===== src/rtl/approx_mul_seq_if.sv =====
// Handshake bus for approx_mul_seq: operand side (in_*, a, b, approx)
// and result side (out_*, prod, err). The operand source and the result
// sink both sit on the master side; the multiplier is the slave.
interface approx_mul_seq_if #(
  parameter int unsigned W = 5
);
  logic           in_valid;
  logic           in_ready;
  logic [W-1:0]   a;
  logic [W-1:0]   b;
  logic           approx;
  logic           out_valid;
  logic           out_ready;
  logic [2*W-1:0] prod;
  logic [2*W-1:0] err;

  modport master (
    output in_valid, a, b, approx, out_ready,
    input  in_ready, out_valid, prod, err
  );

  modport slave (
    input  in_valid, a, b, approx, out_ready,
    output in_ready, out_valid, prod, err
  );
endinterface


===== src/rtl/approx_mul_seq.sv =====
// Sequential radix-2 shift-add unsigned multiplier. The exact product and
// a column-truncated approximation are accumulated side by side, one
// multiplier bit per cycle. Each result carries its absolute error, and
// running error statistics (saturating sum, maximum, count) are updated on
// every output handshake.
module approx_mul_seq #(
  parameter int unsigned      W     = 5,
  parameter int unsigned      T     = 3,
  parameter logic [2*W-1:0]   COMP  = '0,
  parameter int unsigned      ACC_W = 16
) (
  input  logic              clk,
  input  logic              rst,
  approx_mul_seq_if.slave   bus,
  input  logic              stat_clear,
  output logic [ACC_W-1:0]  err_sum,
  output logic [2*W-1:0]    err_max,
  output logic [ACC_W-1:0]  count
);

  localparam int unsigned PW = 2 * W;
  localparam int unsigned IW = $clog2(W);
  // Wide enough to hold err_sum + err without wrapping, whichever is wider
  localparam int unsigned SW = ((ACC_W > PW) ? ACC_W : PW) + 1;

  // Bits of a partial product that survive truncation: columns T and up
  function automatic logic [PW-1:0] keep_mask();
    logic [PW-1:0] m;
    m = '0;
    for (int unsigned i = 0; i < PW; i++) begin
      m[i] = (i >= T);
    end
    return m;
  endfunction

  localparam logic [PW-1:0] KEEP = keep_mask();

  typedef enum logic [1:0] {
    IDLE,
    BUSY,
    DONE
  } state_t;

  state_t          state_q;
  state_t          state_d;

  logic [W-1:0]    a_q;
  logic [W-1:0]    b_q;
  logic            apx_q;
  logic [IW-1:0]   idx_q;
  logic [PW-1:0]   exact_acc;
  logic [PW-1:0]   trunc_acc;
  logic [PW-1:0]   prod_q;
  logic [PW-1:0]   err_q;

  logic            last;
  logic            hs;
  logic [PW-1:0]   pp;
  logic [PW-1:0]   exact_next;
  logic [PW-1:0]   trunc_next;
  logic [PW:0]     comp_sum;
  logic [PW-1:0]   sel_prod;
  logic [PW-1:0]   abs_err;

  logic [SW-1:0]   sum_base;
  logic [SW-1:0]   sum_wide;
  logic [ACC_W-1:0] sum_next;
  logic [ACC_W-1:0] cnt_base;
  logic [ACC_W-1:0] cnt_next;
  logic [PW-1:0]   max_next;

  // State register
  always_ff @(posedge clk or posedge rst) begin
    if (rst) begin
      state_q <= IDLE;
    end else begin
      state_q <= state_d;
    end
  end

  // Next-state logic and handshake outputs
  always_comb begin
    state_d       = state_q;
    bus.in_ready  = 1'b0;
    bus.out_valid = 1'b0;
    case (state_q)
      IDLE: begin
        bus.in_ready = 1'b1;
        if (bus.in_valid) begin
          state_d = BUSY;
        end
      end
      BUSY: begin
        if (last) begin
          state_d = DONE;
        end
      end
      DONE: begin
        bus.out_valid = 1'b1;
        if (bus.out_ready) begin
          state_d = IDLE;
        end
      end
      default: state_d = IDLE;
    endcase
  end

  // Current partial product, running sums including it, and the result
  // that the final BUSY edge registers
  always_comb begin
    last       = (idx_q == IW'(W - 1));
    pp         = b_q[idx_q] ? (PW'(a_q) << idx_q) : '0;
    exact_next = exact_acc + pp;
    trunc_next = trunc_acc + (pp & KEEP);
    comp_sum   = {1'b0, trunc_next} + {1'b0, COMP};
    if (!apx_q) begin
      sel_prod = exact_next;
    end else if (comp_sum[PW]) begin
      sel_prod = '1;
    end else begin
      sel_prod = comp_sum[PW-1:0];
    end
    // COMP can push the approximation above the exact value
    if (exact_next >= sel_prod) begin
      abs_err = exact_next - sel_prod;
    end else begin
      abs_err = sel_prod - exact_next;
    end
  end

  // Operand capture and one shift-add step per BUSY cycle
  always_ff @(posedge clk or posedge rst) begin
    if (rst) begin
      a_q       <= '0;
      b_q       <= '0;
      apx_q     <= 1'b0;
      idx_q     <= '0;
      exact_acc <= '0;
      trunc_acc <= '0;
      prod_q    <= '0;
      err_q     <= '0;
    end else begin
      case (state_q)
        IDLE: begin
          if (bus.in_valid) begin
            a_q       <= bus.a;
            b_q       <= bus.b;
            apx_q     <= bus.approx;
            idx_q     <= '0;
            exact_acc <= '0;
            trunc_acc <= '0;
          end
        end
        BUSY: begin
          exact_acc <= exact_next;
          trunc_acc <= trunc_next;
          idx_q     <= idx_q + IW'(1);
          if (last) begin
            prod_q <= sel_prod;
            err_q  <= abs_err;
          end
        end
        default: ;
      endcase
    end
  end

  assign bus.prod = prod_q;
  assign bus.err  = err_q;
  assign hs       = (state_q == DONE) && bus.out_ready;

  // Statistics candidates; a clear on the handshake edge restarts them
  // from this transaction alone
  always_comb begin
    sum_base = stat_clear ? '0 : SW'(err_sum);
    sum_wide = sum_base + SW'(err_q);
    if (sum_wide > SW'({ACC_W{1'b1}})) begin
      sum_next = '1;
    end else begin
      sum_next = ACC_W'(sum_wide);
    end
    cnt_base = stat_clear ? '0 : count;
    if (cnt_base == '1) begin
      cnt_next = cnt_base;
    end else begin
      cnt_next = cnt_base + ACC_W'(1);
    end
    if (stat_clear || (err_q > err_max)) begin
      max_next = err_q;
    end else begin
      max_next = err_max;
    end
  end

  // Statistics registers: update on handshake, zero on a lone clear
  always_ff @(posedge clk or posedge rst) begin
    if (rst) begin
      err_sum <= '0;
      err_max <= '0;
      count   <= '0;
    end else if (hs) begin
      err_sum <= sum_next;
      err_max <= max_next;
      count   <= cnt_next;
    end else if (stat_clear) begin
      err_sum <= '0;
      err_max <= '0;
      count   <= '0;
    end
  end

endmodule


===== src/flat_wrapper.sv =====
// flat-port wrapper written by rule: the top's interface ports become plain ports
module approx_mul_seq_flat 
#(
  parameter int unsigned      W     = 5,
  parameter int unsigned      T     = 3,
  parameter logic [2*W-1:0]   COMP  = '0,
  parameter int unsigned      ACC_W = 16
)
  (clk, rst, stat_clear, err_sum, err_max, count, bus_in_valid, bus_a, bus_b, bus_approx, bus_out_ready, bus_in_ready, bus_out_valid, bus_prod, bus_err);
  approx_mul_seq_if #(.W(W)) bus_i ();
  input  logic clk;
  input  logic rst;
  input  logic stat_clear;
  output logic [ACC_W-1:0] err_sum;
  output logic [2*W-1:0] err_max;
  output logic [ACC_W-1:0] count;
  input wire logic [$bits(bus_i.in_valid)-1:0] bus_in_valid;
  input wire logic [$bits(bus_i.a)-1:0] bus_a;
  input wire logic [$bits(bus_i.b)-1:0] bus_b;
  input wire logic [$bits(bus_i.approx)-1:0] bus_approx;
  input wire logic [$bits(bus_i.out_ready)-1:0] bus_out_ready;
  output wire logic [$bits(bus_i.in_ready)-1:0] bus_in_ready;
  output wire logic [$bits(bus_i.out_valid)-1:0] bus_out_valid;
  output wire logic [$bits(bus_i.prod)-1:0] bus_prod;
  output wire logic [$bits(bus_i.err)-1:0] bus_err;
  assign bus_i.in_valid = bus_in_valid;
  assign bus_i.a = bus_a;
  assign bus_i.b = bus_b;
  assign bus_i.approx = bus_approx;
  assign bus_i.out_ready = bus_out_ready;
  assign bus_in_ready = bus_i.in_ready;
  assign bus_out_valid = bus_i.out_valid;
  assign bus_prod = bus_i.prod;
  assign bus_err = bus_i.err;
  approx_mul_seq #(.W(W), .T(T), .COMP(COMP), .ACC_W(ACC_W)) u_core (.clk(clk), .rst(rst), .bus(bus_i), .stat_clear(stat_clear), .err_sum(err_sum), .err_max(err_max), .count(count));
endmodule

===== config.mk =====
export PLATFORM = sky130hd
export DESIGN_NAME = approx_mul_seq_flat
export DESIGN_NICKNAME = d
export VERILOG_FILES = /design/src/rtl/approx_mul_seq_if.sv /design/src/rtl/approx_mul_seq.sv /design/src/flat_wrapper.sv
export SDC_FILE = /design/constraint.sdc
export NUM_CORES = 1
export LEC_CHECK = 0
export BUFFER_PORTS_ARGS = -buffer_cell sky130_fd_sc_hd__buf_4
export CAP_MARGIN = 30
export CELL_PAD_IN_SITES_DETAIL_PLACEMENT = 1
export CELL_PAD_IN_SITES_GLOBAL_PLACEMENT = 2
export CORE_MARGIN = 2
export CORE_UTILIZATION = 38
export CTS_BUF_LIST = sky130_fd_sc_hd__clkbuf_2 sky130_fd_sc_hd__clkbuf_4 sky130_fd_sc_hd__clkbuf_8
export CTS_CLUSTER_DIAMETER = 60
export CTS_CLUSTER_SIZE = 8
export DETAILED_ROUTE_END_ITERATION = 8
export GPL_TIMING_DRIVEN = 0
export PLACE_DENSITY = 0.81
export SYNTH_ARGS = -nofsm -noshare
export SYNTH_HDL_FRONTEND = slang
export SYNTH_SLANG_ARGS = --single-unit
export TNS_END_PERCENT = 100

===== constraint.sdc =====
create_clock -name clk -period 7.2 [get_ports clk]
set_input_delay 1.44 -clock clk [delete_from_list [all_inputs] [get_ports clk]]
set_output_delay 1.44 -clock clk [all_outputs]
set_load 0.01 [all_outputs]

==> results by group <==
Power
  – Leak: 3.63 nW
  – Internal Power: 2.18 mW
  – Seq pwr share: 0.187
  – Pwr Total: 4.44 mW
  – Worst vdd ir: 0.289 mV
  – Pwr Density: 566 nW/um^2
  – Gate power share: 0.728
  – Sw frac: 0.510
  – Clock network fraction of total power: 0.086
  – Switching power: 2.26 mW

Critical path
  – CP required: 7.54 ns
  – Worst-path maximum fanout: 10
  – Crit Path Class: reg -> reg
  – Worst stage delay on the critical path: 0.58 ns
  – Setup crit start kind: flip-flop
  – CP endpoint kind: flip-flop
  – R2R depth: 24
  – CP delay by family, top: compound AO/OA/AOI/OAI gates
  – CP Cell Sequence: clkbuf_1 > mux4_2 > nand2_1 > inv_1 > a31oi_1 > nor2_1 > ha_1 > o21ai_0 > o21bai_1 > a21o_1 > xnor2_1 > nor2_1 > a21oi_1 > ha_1 > clkbuf_8 > and4_1 > o21a_1 > o21ai_2 > a221oi_2 > nor4_2 > buf_6 > mux2i_1 > or4_1 > nand3_1
  – CP bufs+invs: 4
  – Worst EP arrival: 6.59 ns
  – WP depth: 24
  – Cell at the slowest stage of the critical path: mux4_2

Placement
  – DP Area: 7640 sq um
  – Post-Place Cells: 1060
  – DP HPWL: 15.6 mm
  – Place WS: 0.902 ns
  – IO Port Bufs: 79
  – Placer Congestion: 0.897

Finish
  – Final Instance Count excl. Fillers: 1076
  – Commonest non-fill, non-tap cell in the layout: dfrtp_1
  – Ant. Diodes: 0
  – Final instance area: 7840 sq um
  – Layout area overhead: 16.5%
  – Most frequent cells in the layout: 95 x dfrtp_1, 80 x buf_4, 78 x nand2_1, 54 x ha_1, 50 x inv_1
  – Fill cells: 2042
  – Layout cells sized above 1: 0.160
  – Multi-input gate area: 4000 sq um
  – Reg area: 2380 sq um
  – Finished Core Util: 0.453
  – NumNets Final: 921

Synthesis
  – Dominant cell type by area after synthesis: dfrtp_1
  – Synth Area in Compound Gates: 0.175
  – Seq/Total Area, Yosys: 0.353
  – Syn Area/Cell: 8.92 sq um
  – Synth Area in XOR/XNOR: 0.0507
  – Synth top area share: 0.353
  – Post-Synth Simple-Gate Area: 0.194
  – Largest cells by area after synthesis: dfrtp_1 35%, ha_1 10%, nand2_1 4.3%, mux2_2 3.3%, o21ai_0 3.0%
  – Main combinational cell family by area after synthesis: simple AND/OR/NAND/NOR gates
  – Post-synthesis adder-cell area fraction: 0.115
  – Synth async-reset ratio: 1.00
  – Post-synth EDFFs: 0
  – Synthesis-stage register bit count: 95
  – Post-Syn Instances: 755
  – Synth unique cells: 57
  – Synth Warn #: 0
  – Multiplexer share of the synthesized area: 0.0591
  – Most used DFF post-synth: dfrtp_1
  – Post-Syn Nets: 830
  – Cell Area, Synth: 6730 sq um

Clock tree
  – Clock-pin slew on the worst setup and hold paths: 0.11 ns
  – Number of hold buffers added after CTS: 0
  – Max Root-Sink Buffers: 2
  – CTS resizes: 0
  – Clk root buf: clkbuf_8
  – Clk sinks: 95
  – CTS H-tree depth: 3
  – Post-CTS Setup Bufs: 0
  – CTS tree: built
  – Clk_lat worst skew: 0.41 ns
  – CTS buffer count: 9

Die
  – Die Y: 137 um
  – I/O Pins: 80
  – Area of the core: 17300 sq um
  – # rows: 48
  – Die W: 137 um
  – Initial core utilization: 0.389
  – Full die area: 18800 sq um

Drt
  – Drt pass-1 iters: 4
  – Remaining DRCs: 0
  – Routed length per instance: 18.9 um
  – DR iter-0 viols: 284
  – Vias per inst: 5.60
  – Post-route ant nets: 0
  – Vias: 6026
  – Final WL: 20.4 mm

GRT
  – First-pass GRT wire length: 33.1 mm
  – Grt ovf: 0
  – Global Route Usage Sum: 0.226
  – Vias in the first global route: 6307
  – Largest net degree at the start of global routing: 62
  – Initial antenna violation count: 0

STA
  – Slew headroom: 0.418
  – Worst slew pin tran: 0.870 ns
  – Hold Slack: 0.502 ns
  – Fin crit period: 6.25 ns
  – Final setup vio count: 0
  – Max-slew violations: 0
  – Final cycle utilization of the critical path: 0.868
  – Sum Neg Setup Slack: 0 ns
  – Final setup margin: 0.949 ns
  – RSZ-0062 raised after global routing: no
  – Highest Clock Rate: 0.160 GHz
  – Hold Fails Final Rpt: 0
  – Clk_skew: 0.0233 ns

Run
  – Max_cap viols: 0

Min path
  – Hold Crit Class: reg -> reg
  – Hold depth: 2

Run status
  – Status: finished clean
-- final cells by class --
class / instances / share of cell area
multi-input combinational: 571 / 0.510
sequential: 95 / 0.303
timing repair buffer: 80 / 0.0791
tap: 225 / 0.0359
inverter: 51 / 0.0247
buffer: 38 / 0.0211
clock buffer: 9 / 0.0158
clock inverter: 7 / 0.0104
-- layer usage --
metal | part of all wire | GRT usage
met4 | 0.025 | 0.0836
met2 | 0.50 | 0.390
met5 | 0 | 0
met1 | 0.45 | 0.286
met3 | 0.030 | 0.0304
-- registers in the layout, indices dropped and copies added, names as in the netlist --
name and cells:
u_core.idx_q 3, u_core.b_q 5, u_core.err_sum 16, u_core.err_max 10, u_core.trunc_acc 7, u_core.a_q 5, u_core.exact_acc 10, u_core.bus.err 10
u_core.count 16, u_core.bus.prod 10, u_core.state_q 2, u_core.apx_q 1
-- logic make-up (layout without fill, tap and decap cells) --
family	count (synthesis)	in the layout
multiplexers	36	36
AND/OR/NAND/NOR	262	262
XOR/XNOR	39	39
AO/OA/AOI/OAI	175	175
adder cells (fa/ha/maj)	59	59
buffers and inverters	89	185
flip-flops	95	95
-- power groups by stage --
stage          Sequential (mW)  Clock (mW)  Combinational (mW)
2_1_floorplan            0.808           0                2.41
3_3_place_gp             0.833           0                3.13
3_5_place_dp             0.840           0                3.24
4_1_cts                  0.830       0.392                3.26
5_1_grt                  0.851       0.414                3.60
6_report                 0.829       0.380                3.23
-- cell usage after synthesis (all sizes together), types with 9 or more instances --
cell type,n
dfrtp,95
nand2,78
ha,54
inv,51
nor2,48
o21ai,42
nand3,38
a21oi,33
clkbuf,29
nand4,26
nor2b,25
mux2,20
xnor2,20
xor2,19
mux2i,15
o211ai,14
nand2b,13
o22ai,13
o21a,11
a21o,10
o311a,10
buf,9
-- final timing paths --
path                                 endpoint               start  slack, ns
hold / removal             u_core.bus.prod[4]  u_core.bus.prod[4]       0.50
hold reg to reg            u_core.bus.prod[4]  u_core.bus.prod[4]       0.50
setup reg to reg            u_core.bus.err[9]     u_core.idx_q[0]       0.95
min in group asynchronous       u_core.b_q[1]                 rst       1.05
max in group asynchronous   u_core.err_max[3]                 rst       5.45
setup / recovery            u_core.bus.err[9]     u_core.idx_q[0]       0.95
-- worst register-to-register path, cell delays in order, from the launching register on --
cell	delay, ns
dfrtp_1	0.37
clkbuf_1	0.40
mux4_2	0.58
nand2_1	0.15
inv_1	0.09
a31oi_1	0.30
nor2_1	0.18
ha_1	0.39
o21ai_0	0.33
o21bai_1	0.11
a21o_1	0.21
xnor2_1	0.32
nor2_1	0.07
a21oi_1	0.32
ha_1	0.31
clkbuf_8	0.16
and4_1	0.20
o21a_1	0.12
o21ai_2	0.20
a221oi_2	0.09
nor4_2	0.42
buf_6	0.23
mux2i_1	0.11
or4_1	0.47
nand3_1	0.09
(Power assumes the default switching activity.)
